--- src/rtl/alu_pipe_pkg.sv ---
// Shared types for the pipelined ALU: opcode encoding and handshake FSM states.
package alu_pipe_pkg;

    typedef enum logic [2:0] {
        OP_ADD = 3'd0,
        OP_SUB = 3'd1,
        OP_AND = 3'd2,
        OP_OR  = 3'd3,
        OP_XOR = 3'd4,
        OP_SHL = 3'd5,
        OP_SHR = 3'd6,
        OP_MUL = 3'd7
    } alu_op_e;

    typedef enum logic [1:0] {
        IDLE     = 2'd0,
        MUL_BUSY = 2'd1,
        MUL_DONE = 2'd2
    } alu_state_e;

endpackage

--- src/rtl/alu_pipe_mul.sv ---
// Iterative shift-add multiplier: loads on start, retires one multiplier bit per cycle,
// done is high once all WIDTH bits are consumed and product stays valid until the next start.
module alu_pipe_mul #(
    parameter  int WIDTH = 4,
    localparam int RES_W = 2 * WIDTH
) (
    input  logic             clk,
    input  logic             reset,
    input  logic             start,
    input  logic [WIDTH-1:0] a,
    input  logic [WIDTH-1:0] b,
    output logic             done,
    output logic [RES_W-1:0] product
);

    localparam int CNT_W = $clog2(WIDTH + 1);

    logic [RES_W-1:0] mcand;
    logic [RES_W-1:0] acc;
    logic [WIDTH-1:0] mplier;
    logic [CNT_W-1:0] cnt;

    always_ff @(posedge clk or negedge reset) begin
        if (!reset) begin
            mcand  <= '0;
            acc    <= '0;
            mplier <= '0;
            cnt    <= '0;
        end else if (start) begin
            mcand  <= RES_W'(a);
            acc    <= '0;
            mplier <= b;
            cnt    <= CNT_W'(WIDTH);
        end else if (cnt != '0) begin
            if (mplier[0]) begin
                acc <= acc + mcand;
            end
            mcand  <= mcand << 1;
            mplier <= mplier >> 1;
            cnt    <= cnt - 1'b1;
        end
    end

    assign done    = (cnt == '0);
    assign product = acc;

endmodule

--- src/rtl/alu_pipe.sv ---
// WIDTH-bit ALU with valid/ready on both sides, one-entry output register and an iterative
// multiply. Define ALU_PIPE_FLAGS_EN to add registered zero/carry/overflow flag outputs.
module alu_pipe
    import alu_pipe_pkg::*;
#(
    parameter  int WIDTH = 4,
    localparam int RES_W = 2 * WIDTH
) (
    input  logic             clk,
    input  logic             reset,
    input  logic             in_valid,
    output logic             in_ready,
    input  logic [WIDTH-1:0] a,
    input  logic [WIDTH-1:0] b,
    input  alu_op_e          opcode,
    output logic             out_valid,
    input  logic             out_ready,
    output logic [RES_W-1:0] result,
`ifdef ALU_PIPE_FLAGS_EN
    output logic             flag_z,
    output logic             flag_c,
    output logic             flag_v,
`endif
    output alu_state_e       state
);

    localparam int SH_W = $clog2(WIDTH);

    alu_state_e       state_q, state_d;
    logic             out_valid_q;
    logic [RES_W-1:0] result_q;
    logic             out_free;
    logic             accept;
    logic             mul_start;
    logic             mul_done;
    logic             load_alu;
    logic             load_mul;
    logic [RES_W-1:0] mul_prod;
    logic [RES_W-1:0] alu_res;
    logic [WIDTH:0]   sum;
    logic [WIDTH:0]   diff;
    logic [WIDTH-1:0] shl;
    logic [WIDTH-1:0] shr;
    logic [SH_W-1:0]  shamt;

    // Handshake: a transfer happens on a rising edge where valid && ready are both high.
    // in_ready never depends on in_valid; the output register may drain and reload in the
    // same cycle, and while out_valid && !out_ready both result and out_valid stay stable.
    assign out_free  = !out_valid_q || out_ready;
    assign in_ready  = (state_q == IDLE) && out_free;
    assign accept    = in_valid && in_ready;
    assign mul_start = accept && (opcode == OP_MUL);
    assign load_alu  = accept && (opcode != OP_MUL);

    // Single-cycle datapath
    assign sum   = {1'b0, a} + {1'b0, b};
    assign diff  = {1'b0, a} - {1'b0, b};
    assign shamt = b[SH_W-1:0];
    assign shl   = a << shamt;
    assign shr   = a >> shamt;

    always_comb begin
        alu_res = '0;
        case (opcode)
            OP_ADD:  alu_res = RES_W'(sum);
            OP_SUB:  alu_res = RES_W'(diff);
            OP_AND:  alu_res = RES_W'(a & b);
            OP_OR:   alu_res = RES_W'(a | b);
            OP_XOR:  alu_res = RES_W'(a ^ b);
            OP_SHL:  alu_res = RES_W'(shl);
            OP_SHR:  alu_res = RES_W'(shr);
            default: alu_res = '0;
        endcase
    end

    alu_pipe_mul #(.WIDTH(WIDTH)) u_mul (
        .clk     (clk),
        .reset   (reset),
        .start   (mul_start),
        .a       (a),
        .b       (b),
        .done    (mul_done),
        .product (mul_prod)
    );

    always_ff @(posedge clk or negedge reset) begin
        if (!reset) begin
            state_q <= IDLE;
        end else begin
            state_q <= state_d;
        end
    end

    // A finished product parks in MUL_DONE when the output register is still occupied.
    always_comb begin
        state_d  = state_q;
        load_mul = 1'b0;
        case (state_q)
            IDLE: begin
                if (mul_start) begin
                    state_d = MUL_BUSY;
                end
            end
            MUL_BUSY: begin
                if (mul_done) begin
                    if (out_free) begin
                        load_mul = 1'b1;
                        state_d  = IDLE;
                    end else begin
                        state_d  = MUL_DONE;
                    end
                end
            end
            MUL_DONE: begin
                if (out_free) begin
                    load_mul = 1'b1;
                    state_d  = IDLE;
                end
            end
            default: state_d = IDLE;
        endcase
    end

    always_ff @(posedge clk or negedge reset) begin
        if (!reset) begin
            out_valid_q <= 1'b0;
            result_q    <= '0;
        end else if (load_alu) begin
            out_valid_q <= 1'b1;
            result_q    <= alu_res;
        end else if (load_mul) begin
            out_valid_q <= 1'b1;
            result_q    <= mul_prod;
        end else if (out_valid_q && out_ready) begin
            out_valid_q <= 1'b0;
        end
    end

    assign out_valid = out_valid_q;
    assign result    = result_q;
    assign state     = state_q;

`ifdef ALU_PIPE_FLAGS_EN
    logic alu_c;
    logic alu_v;

    // Signed overflow: operands agree in sign (ADD) or differ (SUB) and the result sign flips.
    always_comb begin
        alu_c = 1'b0;
        alu_v = 1'b0;
        if (opcode == OP_ADD) begin
            alu_c = sum[WIDTH];
            alu_v = (a[WIDTH-1] == b[WIDTH-1]) && (sum[WIDTH-1] != a[WIDTH-1]);
        end else if (opcode == OP_SUB) begin
            alu_c = diff[WIDTH];
            alu_v = (a[WIDTH-1] != b[WIDTH-1]) && (diff[WIDTH-1] != a[WIDTH-1]);
        end
    end

    always_ff @(posedge clk or negedge reset) begin
        if (!reset) begin
            flag_z <= 1'b0;
            flag_c <= 1'b0;
            flag_v <= 1'b0;
        end else if (load_alu) begin
            flag_z <= (alu_res == '0);
            flag_c <= alu_c;
            flag_v <= alu_v;
        end else if (load_mul) begin
            flag_z <= (mul_prod == '0);
            flag_c <= 1'b0;
            flag_v <= 1'b0;
        end
    end
`endif

endmodule
--- config.mk ---
export PLATFORM = sky130hd
export DESIGN_NAME = alu_pipe
export DESIGN_NICKNAME = d
export VERILOG_FILES = /design/src/rtl/alu_pipe_pkg.sv /design/src/rtl/alu_pipe_mul.sv /design/src/rtl/alu_pipe.sv
export SDC_FILE = /design/constraint.sdc
export NUM_CORES = 1
export LEC_CHECK = 0
export CAP_MARGIN = 0
export CORE_MARGIN = 1.5
export CORE_UTILIZATION = 38
export CTS_CLUSTER_SIZE = 12
export DETAILED_ROUTE_END_ITERATION = 10
export REMOVE_ABC_BUFFERS = 1
export SETUP_SLACK_MARGIN = 0.1
export SYNTH_ARGS = -nofsm -noshare
export SYNTH_HDL_FRONTEND = slang
export SYNTH_HIERARCHICAL = 1
export SYNTH_SLANG_ARGS = --single-unit
--- constraint.sdc ---
create_clock -name clk -period 1.91 [get_ports clk]
set_input_delay 0.382 -clock clk [delete_from_list [all_inputs] [get_ports clk]]
set_output_delay 0.382 -clock clk [all_outputs]
set_load 0.02 [all_outputs]
==> impl_metrics.py <==
metrics = {
    "global_routing": {
        "number_of_global_route_vias_before_repair": 2448,
        "antenna_found_initial": 0,
        "met2_usage_pct": 35.4,
        "grtUsageTotal_pct": 19.9,
        "grt_pass1_wl_mm": 11.6,
        "grt_start_max_net_pins": 35,
        "gr-max-usage-layer": "met2",
        "grtUsageMet3_pct": 3.62,
        "use_met1_pct": 24.5,
        "total_grt_overflow": 0,
    },
    "floorplanning": {
        "design.portCount": 27,
        "floorplan.core_area_mm2": 0.00676,
        "initial_util_pct": 39.0,
        "std_cell_rows": 30,
        "fp.dieArea_mm2": 0.00744,
        "die_outline_width_um": 86.3,
        "floorplan.die.height_um": 86.3,
    },
    "clock_network": {
        "clkSinkCount": 34,
        "clk_root_buffer_cell": "sky130_fd_sc_hd__clkbuf_8",
        "clk_pin_slew_ns": 0.07,
        "clk_path_buf_depth": 2,
        "cts.htree.levels": 2,
        "number_of_buffers_created_by_cts": 5,
        "clk-insertion-delay-late_ns": 0.29,
        "ctsHoldBuffers": 0,
        "cts_tree": "built",
    },
    "outcome": {
        "outcome": "finished with violations",
        "failed_checks": "negative setup slack",
    },
    "synth": {
        "per_instance_average_area_after_synthesis_um2": 8.99,
        "synthMostInstantiatedCell": "sky130_fd_sc_hd__nand2_1",
        "ys_types": 64,
        "synth.yosys.warnings": 6,
        "synth-async-reset-ratio_pct": 100,
        "yosysTopAreaCellShare_pct": 32.3,
        "netlist_instances": 293,
        "seq_total_area_yosys_pct": 32.3,
        "ys_seq_elements": 34,
        "synth_top_cells_by_area": "sky130_fd_sc_hd__dfrtp_1 (32%), sky130_fd_sc_hd__ha_1 (12%), sky130_fd_sc_hd__nand2_1 (5.6%)",
        "most_used_standard_cells_in_the_synthesized_netlist": "sky130_fd_sc_hd__nand2_1 (39), sky130_fd_sc_hd__dfrtp_1 (34), sky130_fd_sc_hd__ha_1 (26)",
        "synth_area_leader_cell": "sky130_fd_sc_hd__dfrtp_1",
        "netlist_area_pre_place_mm2": 0.00263,
        "synth_enable_flop_cells": 0,
        "ys_dominant_reg_cell": "sky130_fd_sc_hd__dfrtp_1",
    },
    "routing": {
        "totalWireLength_mm": 6.82,
        "viasPerCell": 5.27,
        "antenna_violating_nets_post_route": 0,
        "post_drt_wl_per_cell_um": 14.7,
        "drt_pass1_iterations": 4,
        "vias": 2451,
        "drt_drc_violations_left": 0,
        "detail_route.iter0.violations": 55,
    },
    "flow_run": {
        "maxCapViolations": 0,
    },
    "place": {
        "place_congestion": 0.842,
        "detailed_place_hpwl_mm": 5.01,
        "placedCellCount": 452,
        "numPortBuffers": 26,
    },
    "critical_path": {
        "reg2reg_from": "u_mul/product[4]$_DFFE_PN0P_",
        "r2r_setup_slack_ns": -0.07,
        "critical-path-slowest-cell": "sky130_fd_sc_hd__dfrtp_1",
        "cp_cell_sequence": "ha_4 -> nand2_2 -> or3_4 -> a2111o_1 -> a31o_1 -> a21oi_2",
        "critical_r2r_capture": "u_mul/product[7]$_DFFE_PN0P_",
        "path_class": "register to register",
        "cp_data_required_time_ns": 2.13,
        "worst_r2r_path_depth": 6,
        "path_max_fanout": 2,
        "cp_slowest_stage_delay_ns": 0.43,
        "worst-endpoint-arrival_ns": 2.21,
        "start_kind": "register",
        "critical_path_sink_type": "register",
    },
    "pwr": {
        "power.density_mw_per_mm2": 1020,
        "cellLeakagePower_nw": 1.79,
        "ir_worst_vdd_mv": 0.381,
    },
    "timing": {
        "final_min_period_over_clock_period_pct": 104,
        "report.final.setup_viol": 1,
        "layout_min_cycle_time_ns": 1.98,
        "final.setup_skew_ns": 0.00335,
        "final-hold-violation-count": 0,
        "grt_setup_unrepaired": "true",
        "achievable-frequency_mhz": 504,
        "timing_worst_slew_pin_value_ns": 0.449,
        "timing.final.max_slew_violations": 0,
        "slew_headroom_pct": 70.1,
        "least_setup_slack_across_all_paths_after_layout_ns": -0.0729,
        "final.hold.worst_slack_ns": 0.477,
        "fin_setup_tns_ns": -0.0729,
    },
    "cells_and_area": {
        "finalNonFillerCells": 465,
        "nNetsFinal": 428,
        "n_fill_cell": 627,
        "layout-drive-gt1-share_pct": 35.6,
        "syn2layout_area_growth_pct": 44.4,
        "final_util_pct": 56.3,
        "multi_input_combinational_cell_area_mm2": 0.00186,
        "register_area_um2": 851,
        "antenna-diode-count": 0,
    },
    "worst_hold_path": {
        "timing.hold.worst.class": "register to register",
        "hold_start": "u_mul/cnt[2]$_DFFE_PN0P_",
        "whs_endpoint": "u_mul/cnt[2]$_DFFE_PN0P_",
        "holdPathStages": 1,
    },
}
-- power by group --
group	switching [mW]	internal [mW]	total [mW]
Combinational	1.05	1.16	2.21
Sequential	0.185	0.958	1.14
Clock	0.271	0.245	0.515
Total	1.51	2.36	3.87
-- sequential cells by signal, indices dropped and copies added, names as in the netlist --
signal	count
out_valid	1
result	8
state	2
u_mul/cnt	3
u_mul/mcand	8
u_mul/mplier	4
u_mul/product	8
-- cell usage in the layout, fill, tap and decap left out, types with 6 or more instances in the layout --
cell type	instances
sky130_fd_sc_hd__inv_1	19
sky130_fd_sc_hd__o21ai_1	6
sky130_fd_sc_hd__dfrtp_1	34
sky130_fd_sc_hd__buf_6	8
sky130_fd_sc_hd__o21ai_0	11
sky130_fd_sc_hd__mux2i_1	11
sky130_fd_sc_hd__a21oi_1	17
sky130_fd_sc_hd__nand2_1	36
sky130_fd_sc_hd__buf_4	66
sky130_fd_sc_hd__clkdlybuf4s50_1	16
sky130_fd_sc_hd__ha_4	7
sky130_fd_sc_hd__ha_1	17
sky130_fd_sc_hd__nor2_1	12
-- how the worst max path moves through the flow --
stage | startpoint | to | slack [ns] | cells past startpoint
final | u_mul/product[4]$_DFFE_PN0P_ | u_mul/product[7]$_DFFE_PN0P_ | -0.07 | 6
after global routing | u_mul/mcand[4]$_DFFE_PN0P_ | u_mul/product[7]$_DFFE_PN0P_ | -0.13 | 6
after CTS | u_mul/product[1]$_DFFE_PN0P_ | u_mul/product[7]$_DFFE_PN0P_ | -0.09 | 6
after detailed placement | b[0] | result[3]$_DFFE_PN0P_ | -0.87 | 12
after global placement | b[0] | result[3]$_DFFE_PN0P_ | -0.82 | 12
after floorplan | state[0]$_DFFE_PN0P_ | u_mul/product[6]$_DFFE_PN0P_ | -0.67 | 7
-- metrics by stage --
| step | setup WS (ns) | power [mW] | instance area, um^2 |
|---|---|---|---|
| 4_1_cts | -0.0859 | 3.68 | 3590 |
| 6_report | -0.0729 | 3.87 | 3800 |
| 3_5_place_dp | -0.867 | 3.10 | 3410 |
| 5_1_grt | -0.132 | 4.15 | 3800 |
| 2_1_floorplan | -0.671 | 2.15 | 2550 |
| 3_3_place_gp | -0.823 | 3.06 | 3410 |
-- layer usage --
| metal | wire length [um] | vias up |
|---|---|---|
| met5 | 0 | - |
| met2 | 3410 | 44 |
| met1 | 3060 | 1168 |
| li1 | - | 1227 |
| met4 | 136 | 0 |
| met3 | 216 | 12 |
-- worst max-delay path, delay by kind of cell (launching register included) --
family	cells	cell delay (ns)
AND/OR/NAND/NOR	2	0.44
adder cells (fa/ha/maj)	1	0.30
AO/OA/AOI/OAI	3	0.75
flip-flops	1	0.43
-- cell type report --
type,count,area share [%]
clock buffer,5,1.81
clock inverter,2,0.263
tap,80,2.63
timing repair buffer,98,21.5
sequential,34,22.4
multi-input combinational,223,48.9
inverter,23,2.47
-- kinds of logic after synthesis --
kind of cell / after synthesis / synth area share, %
buf+inv: 36 / 6.32
flops: 34 / 32.3
xor+xnor: 7 / 2.33
mux: 14 / 5.46
simple gates: 95 / 18.6
fa+ha+maj: 28 / 13.9
compound gates: 79 / 21.1
-- what timing repair did --
item | CTS | global route
gates resized for setup | 49 | 37
pin swaps | 23 | 29
setup buffers | 2 | 5
setup endpoints to repair | 31 | 23
hold endpoints to repair | 0 | 0
No activity file was read; power rests on OpenSTA's default activity.
